[config.mk]
export PLATFORM = sky130hd
export DESIGN_NAME = dma_fifo_lvl
export DESIGN_NICKNAME = d
export VERILOG_FILES = /design/src/rtl/dma_fifo_lvl.sv
export SDC_FILE = /design/constraint.sdc
export NUM_CORES = 1
export LEC_CHECK = 0
export CAP_MARGIN = 20
export CORE_ASPECT_RATIO = 1.4
export CORE_UTILIZATION = 50
export DETAILED_ROUTE_END_ITERATION = 7
export PLACE_DENSITY = 0.8
export REMOVE_ABC_BUFFERS = 1
export SKIP_CTS_REPAIR_TIMING = 1
export SLEW_MARGIN = 20
export SYNTH_ARGS = -nofsm -noshare
export SYNTH_HDL_FRONTEND = slang
export SYNTH_SLANG_ARGS = --single-unit
[constraint.sdc]
create_clock -name clk -period 4.8 [get_ports clk]
set_input_delay 0.72 -clock clk [delete_from_list [all_inputs] [get_ports clk]]
set_output_delay 0.72 -clock clk [all_outputs]
set_load 0.01 [all_outputs]
[src/rtl/dma_fifo_lvl.sv]
// rtl/dma_fifo_lvl.sv - show-ahead DMA staging FIFO with level, watermarks and sticky error flags
`ifndef DMA_FIFO_DEPTH
`define DMA_FIFO_DEPTH 16
`endif
`ifndef DMA_DATA_WIDTH
`define DMA_DATA_WIDTH 32
`endif

module dma_fifo_lvl #(
  parameter int SLOTS = `DMA_FIFO_DEPTH,
  parameter int WIDTH = `DMA_DATA_WIDTH,
  parameter int LVL_W = $clog2(SLOTS + 1)
) (
  input  logic             clk,
  input  logic             rstn,
  input  logic             clear_i,
  input  logic             write_i,
  input  logic [WIDTH-1:0] data_i,
  input  logic             read_i,
  output logic [WIDTH-1:0] data_o,
  output logic             full_o,
  output logic             empty_o,
  output logic [LVL_W-1:0] level_o,
  input  logic [LVL_W-1:0] af_thresh_i,
  input  logic [LVL_W-1:0] ae_thresh_i,
  output logic             almost_full_o,
  output logic             almost_empty_o,
  output logic             overflow_o,
  output logic             underflow_o
);

  localparam int PTR_W = (SLOTS > 1) ? $clog2(SLOTS) : 1;

  logic [WIDTH-1:0] mem [0:SLOTS-1];
  logic [PTR_W-1:0] wr_ptr, rd_ptr;
  logic [LVL_W-1:0] level_q;
  logic             ovf_q, unf_q;
  logic             wr_acc, rd_acc;

  assign full_o         = (level_q == LVL_W'(SLOTS));
  assign empty_o        = (level_q == '0);
  assign level_o        = level_q;
  assign almost_full_o  = (level_q >= af_thresh_i);
  assign almost_empty_o = (level_q <= ae_thresh_i);
  assign overflow_o     = ovf_q;
  assign underflow_o    = unf_q;
  assign data_o         = empty_o ? '0 : mem[rd_ptr];

  // A pop frees the slot in the same edge, so a full FIFO may still take a push.
  assign rd_acc = read_i & ~empty_o;
  assign wr_acc = write_i & (~full_o | read_i);

  function automatic logic [PTR_W-1:0] ptr_inc(input logic [PTR_W-1:0] p);
    ptr_inc = (p == PTR_W'(SLOTS - 1)) ? '0 : p + PTR_W'(1);
  endfunction

  always_ff @(posedge clk) begin
    if (!rstn || clear_i) begin
      wr_ptr  <= '0;
      rd_ptr  <= '0;
      level_q <= '0;
      ovf_q   <= 1'b0;
      unf_q   <= 1'b0;
    end else begin
      if (wr_acc) wr_ptr <= ptr_inc(wr_ptr);
      if (rd_acc) rd_ptr <= ptr_inc(rd_ptr);
      case ({wr_acc, rd_acc})
        2'b10:   level_q <= level_q + LVL_W'(1);
        2'b01:   level_q <= level_q - LVL_W'(1);
        default: level_q <= level_q;
      endcase
      if (write_i && full_o && !read_i) ovf_q <= 1'b1;
      if (read_i && empty_o)            unf_q <= 1'b1;
    end
  end

  always_ff @(posedge clk) begin
    if (rstn && !clear_i && wr_acc) mem[wr_ptr] <= data_i;
  end

`ifndef NO_ASSERTIONS
  if (SLOTS < 1) begin : g_bad_slots
    $error("dma_fifo_lvl: SLOTS must be >= 1");
  end

  a_level_bound: assert property (@(posedge clk) level_q <= LVL_W'(SLOTS));
`endif

endmodule

Word-level counts from Yosys, hierarchy flattened
Memory sizes are Yosys's and may differ from the RTL's. A register that Yosys moved wholly into a read port is not among the register bits. Index checks and enable logic that the tools add are counted.

Register bits after elaboration: 15. Bits in writable memories: 512. Output and inout port bits: 43. Word-level logic and storage cells: 41. Memories: 1.

Memories: mem (depth 16, bits a word 32, rd ports 1, clocked after memory_dff 1, write ports 1, RTL line 34) `logic [WIDTH-1:0] mem [0:SLOTS-1];`.

$add $sub $neg: 4. Magnitude comparators: 2. Eq/ne operators: 5. Mux-type cells: 8. Bitwise operators: 5. Reductions and logical operators: 11.

Operators by type and width (number): 32-bit 2-to-1 mux (1); 4-bit 2-to-1 mux (4); 5-bit one-hot mux with 2 select lines (1); 4-bit by 1-bit adder with 4-bit output (second input constant) (2); 4-bit == test (second input constant) (2); 5-bit by 1-bit adder with 5-bit output (second input constant) (1); 5-bit == test (second input constant) (1); 5-bit greater-or-equal comparator (1); 5-bit <= comparator (1); 1-bit logical AND (5); 5-bit zero test (1); 5-bit by 1-bit subtractor with 5-bit output (second input constant) (1); 1-bit zero test (3); 1-bit AND (2); 2-bit by 1-bit == test with 1-bit output (second input constant) (1); 2-bit == test (second input constant) (1); 1-bit 2-to-1 mux (2); 1-bit inverter (2); 2-bit nonzero test (1); 1-bit logical OR (1); 1-bit bitwise OR (1).

Longest topological paths before layout
Gate-level depths: netlist of run 1.

Word-level depth: 7. Mapped depth: 12.

Worst setup path before layout of run 1
No wires, ideal clock.

Kind: input port to flip-flop. Start point: in rstn. End point: mem mem[10][0] (netlist name) (enable). Setup time: 0.461 ns. Data arrival time: 3.470 ns. Path slack: 0.869 ns. Cell stages on the path: 4. Buffers on the path: 1. Cell sequence: nor2b_1 > clkbuf_1 > nand2_1 > nor3_1.

Cells in the longest elaborated chain, start to end: 4.

Ends and longest elaborated chain: start: declaration (RTL line 15) `input logic rstn,`; 1-bit logical AND (2 in series) (RTL line 78) `if (rstn && !clear_i && wr_acc) mem[wr_ptr] <= data_i;`; 1-bit 2-to-1 mux (RTL line 78); 1-bit 2-to-1 mux (implied by the code) (RTL line 78); end: declaration (RTL line 34).

No other way between the ends.

==> metrics.md, run 1 <==
| Metric | Value |
|---|---|
| Status | `completed` |
| Gr ovfl total | `0` |
| Tcrit/Tclk final | `0.8421` |
| DIE AREA | `~42000 um^2` |
| Ys Warns | `0` |
| GRT Resource Usage Total | `0.2085` |
| Vias per std cell | `just over 6` |
| Clk_lat worst skew | `between 0.5 and 0.6 ns` |
| Syn Inst Count | `between 900 and 1k` |
| CP max FO | `38` |
| Clock Sinks | `531` |
| Levels on crit path | `5` |
| Crit-path cells | `buf_12 -> mux4_2 -> mux2_2 -> a221o_1 -> clkdlybuf4s50_1` |
| Worst path slowest cell | `dfxtp_4` |
| DRC | `0` |
| Sw Pwr | `1756 uW` |
| I/O pin cnt | `90` |
| Setup crit start kind | `register` |
| Sequential share of power | `0.560` |
| Endpoints failing setup | `0` |
| Core ar. | `41180 um^2` |
| Share of layout cells above drive strength 1 | `0.2464` |
| Fin Clk Skew | `around 0.013 ns` |
| Sw Share | `0.1928` |
| Drt first pass iters | `5` |
| R2R Path Start | `level_o[4]` |
| Top cell type's share of synthesized area | `0.7385` |
| Synth area leader | `edfxtp_1` |
| Maximum capacitance violations | `0` |
| Pins Over Slew Limit | `0` |
| Hpwl dp | `24050 um` |
| Slew HR | `0.4600` |
| Initial Utilization | `0.5056` |
| Crit Reg-Reg Endpoint | `level_o[4]` |
| CTS root buffer | `clkbuf_16` |
| Internal reg-to-reg setup slack | `around 1.5 ns` |
| Multiplexer area fraction after synthesis | `0.1612` |
| Post-synthesis compound-gate area fraction | `0.02578` |
| Fin cells | `about 1.6k` |
| Multi-input gate area | `~4800 um^2` |
| Comb pwr share | `0.036` |
| H-tree depth | `2` |
| Port buffer count | `between 80 and 90` |
| Number of global-route vias before repair | `about 10k` |
| CP Capture Type | `primary output` |
| Syn Area/Cell | `22.15 um^2` |
| Synthesized cell area | `approximately 21000 um^2` |
| CP delay by family, top | `multiplexers` |
| Post-Synth Simple-Gate Area | `0.02470` |
| Number of synthesized flops with an enable pin | `between 500 and 600` |
| Yosys reg bits | `around 530` |
| Req. time, crit path | `slightly above 4 ns` |
| Pint | `~7400 uW` |
| CP Class | `reg2out` |
| Final hold vios | `0` |
| Area contributors post-synth | `edfxtp_1 (74%), mux4_2 (12%), mux4_1 (2.1%)` |
| Area share of fa/ha/maj cells after synthesis | `0.01238` |
| Most numerous cell in the Yosys netlist | `edfxtp_1` |
| Area grow syn2layout | `15.72%` |
| Number of routed nets with antenna violations | `0` |
| HP Class | `reg2reg` |
| Clock transition at path regs | `0.07 ns` |
| Tmin final | `4.042 ns` |
| Post-route design area | `24090 um^2` |
| Routed WL | `43350 um` |
| ANT cells | `0` |
| CP peak stage delay | `a little under 0.7 ns` |
| Data arrival time of the worst path | `3.32 ns` |
| Die Span Y | `between 200 and 250 um` |
| Share of synthesized registers carrying an async set or reset | `0` |
| Storage element area | `15760 um^2` |
| Post-synthesis xor/xnor area fraction | `0.001683` |
| DRT iter0 DRCs | `951` |
| CTS max path bufs | `3` |
| Register area share after synthesis | `0.7567` |
| RSZ-0062 raised after global routing | `false` |
| Die X | `roughly 170 um` |
| CP Buf/Inv Count | `2` |
| Clock power share | `0.404` |
| Placed Area | `between 20000 and 25000 um^2` |
| Via count | `9910` |
| Filler cells | `about 2.9k` |
| # nets final | `approximately 1.1k` |
| CTS tree | `built` |
| DP Cell Count | `around 1.6k` |
| Worst setup path endpoint | `data_o[25]` |
| Pwr Density | `approximately 380 nW/um^2` |
| # rows | `88` |
| P_leak | `0.007451 uW` |
| Pin count of the biggest net entering global routing | `43` |
| Yosys cell types | `47` |
| Antenna violations before repair | `2` |
| TritonCTS Buffers | `between 40 and 50` |
| Maximum vdd drop | `between 200 and 250 uV` |
| First-pass GRT wire length | `around 64000 um` |
| Main combinational cell family by area after synthesis | `multiplexers` |
| Prevailing post-synth register cell | `edfxtp_1` |
| Fmax | `0.2474 GHz` |
| Measured slew at the worst slew-check pin | `slightly above 0.8 ns` |
| WL/cell | `26.50 um` |
| Gpl congestion | `0.7487` |
| Top cells by count, synth | `edfxtp_1 (512), mux4_2 (111), nor2b_1 (34), a221o_1 (32), mux2_2 (32)` |
| R2R cell count | `10` |
==> worst min path at each step <==
| stage | from | endpoint | slack, ns | cells after the start |
|---|---|---|---|---|
| 2_1_floorplan | rd_ptr[3] | register | 0.45 | 2 |
| 3_3_place_gp | underflow_o | underflow_o | 0.46 | 2 |
| 3_5_place_dp | overflow_o | overflow_o | 0.46 | 2 |
| 4_1_cts | overflow_o | overflow_o | 0.48 | 2 |
| 5_1_grt | overflow_o | overflow_o | 0.50 | 2 |
| 6_report | underflow_o | underflow_o | 0.48 | 2 |
==> power by group through the flow <==
stage	Combinational, uW	Clock (uW)	Sequential (uW)
after global routing	347	3880	5100
after CTS	328	3720	5100
after floorplan	131	0	5210
after global placement	314	0	5200
after detailed placement	325	0	5200
final	326	3680	5100
==> per-stage QoR <==
stage / setup slack, ns / power [uW] / utilization / hold slack (ns) / TNS [ns]
2_1_floorplan: -1.220 / 5337 / - / 0.4499 / -37.58
5_1_grt: 0.6108 / 9330 / 0.5850 / 0.4970 / 0
6_report: 0.7581 / 9110 / 0.5850 / 0.4849 / 0
4_1_cts: 0.6776 / 9153 / 0.5850 / 0.4828 / 0
3_3_place_gp: 1.322 / 5513 / 0.5489 / 0.4554 / 0
3_5_place_dp: 1.274 / 5525 / 0.5489 / 0.4642 / 0
==> sequential cells by signal, indices dropped and copies added (netlist names), named ones only <==
name and flops:
mem 512, level_o 5, rd_ptr 4, wr_ptr 4, overflow_o 1, underflow_o 1
==> cell families (layout without fill, tap and decap cells) <==
family,count (synthesis),after routing
buffers and inverters,63,219
muxes,165,165
AOI/OAI and AO/OA,60,60
DFF,531,531
adders and majority gates,20,20
and+or+nand+nor,97,97
xor gates and xnor gates,4,4
==> worst reg2reg max path: stages, from the launching register on <==
cell and delay, ns:
dfxtp_1 0.73, clkinv_1 0.36, o31a_1 0.49, inv_2 0.09, ha_1 0.25, inv_1 0.11, fa_1 0.41, nand2b_1 0.16
a21oi_1 0.15, mux2i_1 0.29, mux2i_1 0.20
==> layout by cell type, fill, tap and decap left out, types with 2 or more instances in the layout <==
| cell type | instances |
|---|---|
| a221o_1 | 32 |
| mux2i_1 | 5 |
| or4_1 | 2 |
| inv_1 | 14 |
| nand2_1 | 11 |
| nor2_4 | 13 |
| edfxtp_1 | 512 |
| dfxtp_4 | 2 |
| nor3_2 | 4 |
| clkinv_2 | 10 |
| clkbuf_1 | 5 |
| nand2b_1 | 3 |
| clkbuf_16 | 49 |
| xor2_1 | 4 |
| o21ai_0 | 2 |
| ha_1 | 19 |
| a21oi_1 | 10 |
| mux4_2 | 111 |
| buf_4 | 25 |
| bufinv_16 | 5 |
| clkdlybuf4s50_1 | 89 |
| mux4_1 | 17 |
| nand3_1 | 5 |
| dfxtp_1 | 16 |
| clkinv_1 | 10 |
| mux2_2 | 32 |
| buf_12 | 10 |
| a21o_1 | 4 |
| nor2b_1 | 34 |
| nor2_1 | 18 |
==> cell type report <==
| class | instances | share of cell area |
|---|---|---|
| repair buffers | 124 | 0.05308 |
| well taps | 540 | 0.02804 |
| flip-flops and latches | 531 | 0.6543 |
| inverters | 16 | 0.002493 |
| clock buffers | 54 | 0.05167 |
| multi-input cells | 346 | 0.2002 |
| clock inverters | 25 | 0.01018 |
==> metal layers <==
layer	GRT usage	vias up	share of wire
met5	0	-	0.00046
met4	0.07895	4	0.031
met3	0.03230	87	0.068
met2	0.3655	441	0.53
met1	0.2609	5192	0.37
li1	-	4186	-
No activity file was read; power rests on OpenSTA's default activity.
==> run 2, diff against run 1 <==
Settings changed: PLACE_DENSITY 0.8 to 0.82.
Clock period 4.8 ns to 3.65 ns, I/O delays scaled along.
==> run 2 against run 1 <==
Global-route usage is 0.39 points higher. Sequential cell count did not move. Final area rose by 0.93%. First-iteration DRC count shrank 6.3%. Largest cell class unchanged.
==> metrics.md, run 2 (same netlist as run 1, synthesis figures left out) <==
| Metric | Value |
|---|---|
| Status | `completed (unchanged)` |
| Setup crit start kind | `register (unchanged)` |
| Hold Crit Start | `overflow_o (was underflow_o)` |
| R2R Path Start | `level_o[2] (was level_o[4])` |
| Number of routed nets with antenna violations | `0 (unchanged)` |
| DIE AREA | `42470 um^2 (unchanged)` |
| CTS max path bufs | `3 (unchanged)` |
| H-tree depth | `2 (unchanged)` |
| Share of layout cells above drive strength 1 | `0.2543 (was 0.2464)` |
| Pins Over Slew Limit | `0 (unchanged)` |
| Sw Share | `0.1927 (was 0.1928)` |
| WL/cell | `27.00 um (was 26.50 um)` |
| CP Class | `reg2out (unchanged)` |
| Via count | `9927 (was 9910)` |
| Gr ovfl total | `0 (unchanged)` |
| RSZ-0062 raised after global routing | `true (was false)` |
| Vias per std cell | `6.016 (was 6.057)` |
| Pwr Density | `505.3 nW/um^2 (was 378.1 nW/um^2)` |
| CTS tree | `built (unchanged)` |
| Crit Reg-Reg Endpoint | `level_o[4] (unchanged)` |
| Tmin final | `between 3 and 4 ns` |
| Initial Utilization | `0.5056 (unchanged)` |
| Number of flip-flops in the largest register | `512 (unchanged)` |
| Clock power share | `0.418 (was 0.404)` |
| HP Class | `reg2reg (unchanged)` |
| Gpl congestion | `0.7995 (was 0.7487)` |
| Antenna violations before repair | `1 (was 2)` |
| Routed WL | `44550 um (was 43350 um)` |
| Req. time, crit path | `3.10 ns (was 4.08 ns)` |
| Hold EP | `overflow_o (was underflow_o)` |
| GRT Resource Usage Total | `0.2124 (was 0.2085)` |
| Internal reg-to-reg setup slack | `0.28 ns (was 1.50 ns)` |
| Tcrit/Tclk final | `0.9953` |
| Endpoints failing setup | `0 (unchanged)` |
| Sw Pwr | `2368 uW (was 1756 uW)` |
| Final hold vios | `0 (unchanged)` |
| # nets final | `1141 (was 1132)` |
| P_leak | `0.007577 uW (was 0.007451 uW)` |
| Drt first pass iters | `5 (unchanged)` |
| DRT iter0 DRCs | `891 (was 951)` |
| Hpwl dp | `23830 um (was 24050 um)` |
| Clock Sinks | `531 (unchanged)` |
| # rows | `88 (unchanged)` |
| I/O pin cnt | `90 (unchanged)` |
| Number of global-route vias before repair | `10.50k (was 10.40k)` |
| Die X | `174.5 um (unchanged)` |
| TritonCTS Buffers | `47 (was 46)` |
| Core ar. | `41180 um^2 (unchanged)` |
| CTS root buffer | `clkbuf_16 (unchanged)` |
| CP max FO | `40 (was 38)` |
| WHS | `0.5018 ns (was 0.4849 ns)` |
| CP Capture Type | `primary output (unchanged)` |
| First-pass GRT wire length | `65360 um (was 64490 um)` |
| Pin count of the biggest net entering global routing | `65 (was 43)` |
| Comb pwr share | `0.036 (about the same)` |
| R2R cell count | `12 (was 10)` |
| Clk_lat worst skew | `0.56 ns (was 0.55 ns)` |
| Core Util, Final | `0.5905 (was 0.5850)` |
| Measured slew at the worst slew-check pin | `0.9743 ns (was 0.8080 ns)` |
| Port buffer count | `89 (unchanged)` |
| Fmax | `0.2753 GHz` |
| Area grow syn2layout | `16.79% (was 15.72%)` |
| Pint | `9920 uW (was 7353 uW)` |
| DRC | `0 (unchanged)` |
| Maximum vdd drop | `286.5 uV (was 215.2 uV)` |
| Data arrival time of the worst path | `3.09 ns (was 3.32 ns)` |
| Commonest non-fill, non-tap cell in the layout | `edfxtp_1 (unchanged)` |
| Slew HR | `0.3498 (was 0.4600)` |
| Filler cells | `2791 (was 2859)` |
| Largest Register | `mem (unchanged)` |
| Die Span Y | `243.4 um (unchanged)` |
| Sequential share of power | `0.545 (was 0.560)` |
| Fin Clk Skew | `0.01361 ns (was 0.01330 ns)` |
| Hold Crit Depth | `2 (unchanged)` |
| Clock transition at path regs | `0.06 ns (was 0.07 ns)` |
| Most frequent cells in the layout | `edfxtp_1 (512), mux4_2 (111), clkdlybuf4s50_1 (87) (was edfxtp_1 (512), mux4_2 (111), clkdlybuf4s50_1 (89))` |
| Maximum capacitance violations | `0 (unchanged)` |
[run 2: area by class of cell]
class                   instances  area [um^2]  share of cell area
flip-flops and latches        531        15760              0.6483
multi-input cells             347         4830              0.1986
repair buffers                131         1381             0.05681
clock buffers                  57         1256             0.05166
well taps                     540        675.6             0.02779
clock inverters                27        346.6             0.01425
inverters                      16        60.06            0.002470
diodes                          1        2.502           0.0001029
[run 2: per-layer routing]
layer / routed length [um] / up-vias / part of all wire / track usage
li1: - / 4213 / - / -
met1: 16250 / 5171 / 0.36 / 0.2614
met2: 23850 / 461 / 0.54 / 0.3770
met3: 3138 / 82 / 0.070 / 0.03308
met4: 1317 / 0 / 0.030 / 0.08024
met5: 0 / - / 0 / 0
[run 2: worst max path at each step]
stage / cells past startpoint / slack (ns) / endpoint
final: 5 / 0.02 / data_o[23]
after global routing: 5 / -0.05 / data_o[23]
after CTS: 6 / -0.14 / data_o[29]
after detailed placement: 10 / 0.40 / level_o[4]
after global placement: 10 / 0.48 / level_o[4]
after floorplan: 3 / -2.20 / data_o[30]
[run 2: critical path, stage by stage, from the launching register on]
cell and delay [ns]:
dfxtp_4 0.43, buf_12 0.31, mux4_1 0.63, mux2_2 0.29, a221o_1 0.32, clkdlybuf4s50_1 0.56
[run 2: power groups by stage]
| stage | clock network (uW) | logic (uW) | registers (uW) |
|---|---|---|---|
| 6_report | 5140 | 445 | 6700 |
| 5_1_grt | 5400 | 475 | 6700 |
| 4_1_cts | 5190 | 435 | 6700 |
| 3_5_place_dp | 0 | 431 | 6830 |
| 3_3_place_gp | 0 | 416 | 6830 |
| 2_1_floorplan | 0 | 172 | 6850 |
[run 2: per-stage QoR]
stage	cells	power [uW]	setup WS (ns)	cell area, um^2	TNS (ns)
floorplan	893	7018	-2.197	20520	-92.27
global placement	1561	7246	0.4835	22670	0
detailed placement	1561	7263	0.4016	22670	0
CTS	1645	12330	-0.1441	24270	-0.4854
global route	1650	12570	-0.05490	24320	-0.07947
finish	1650	12290	0.01725	24320	0
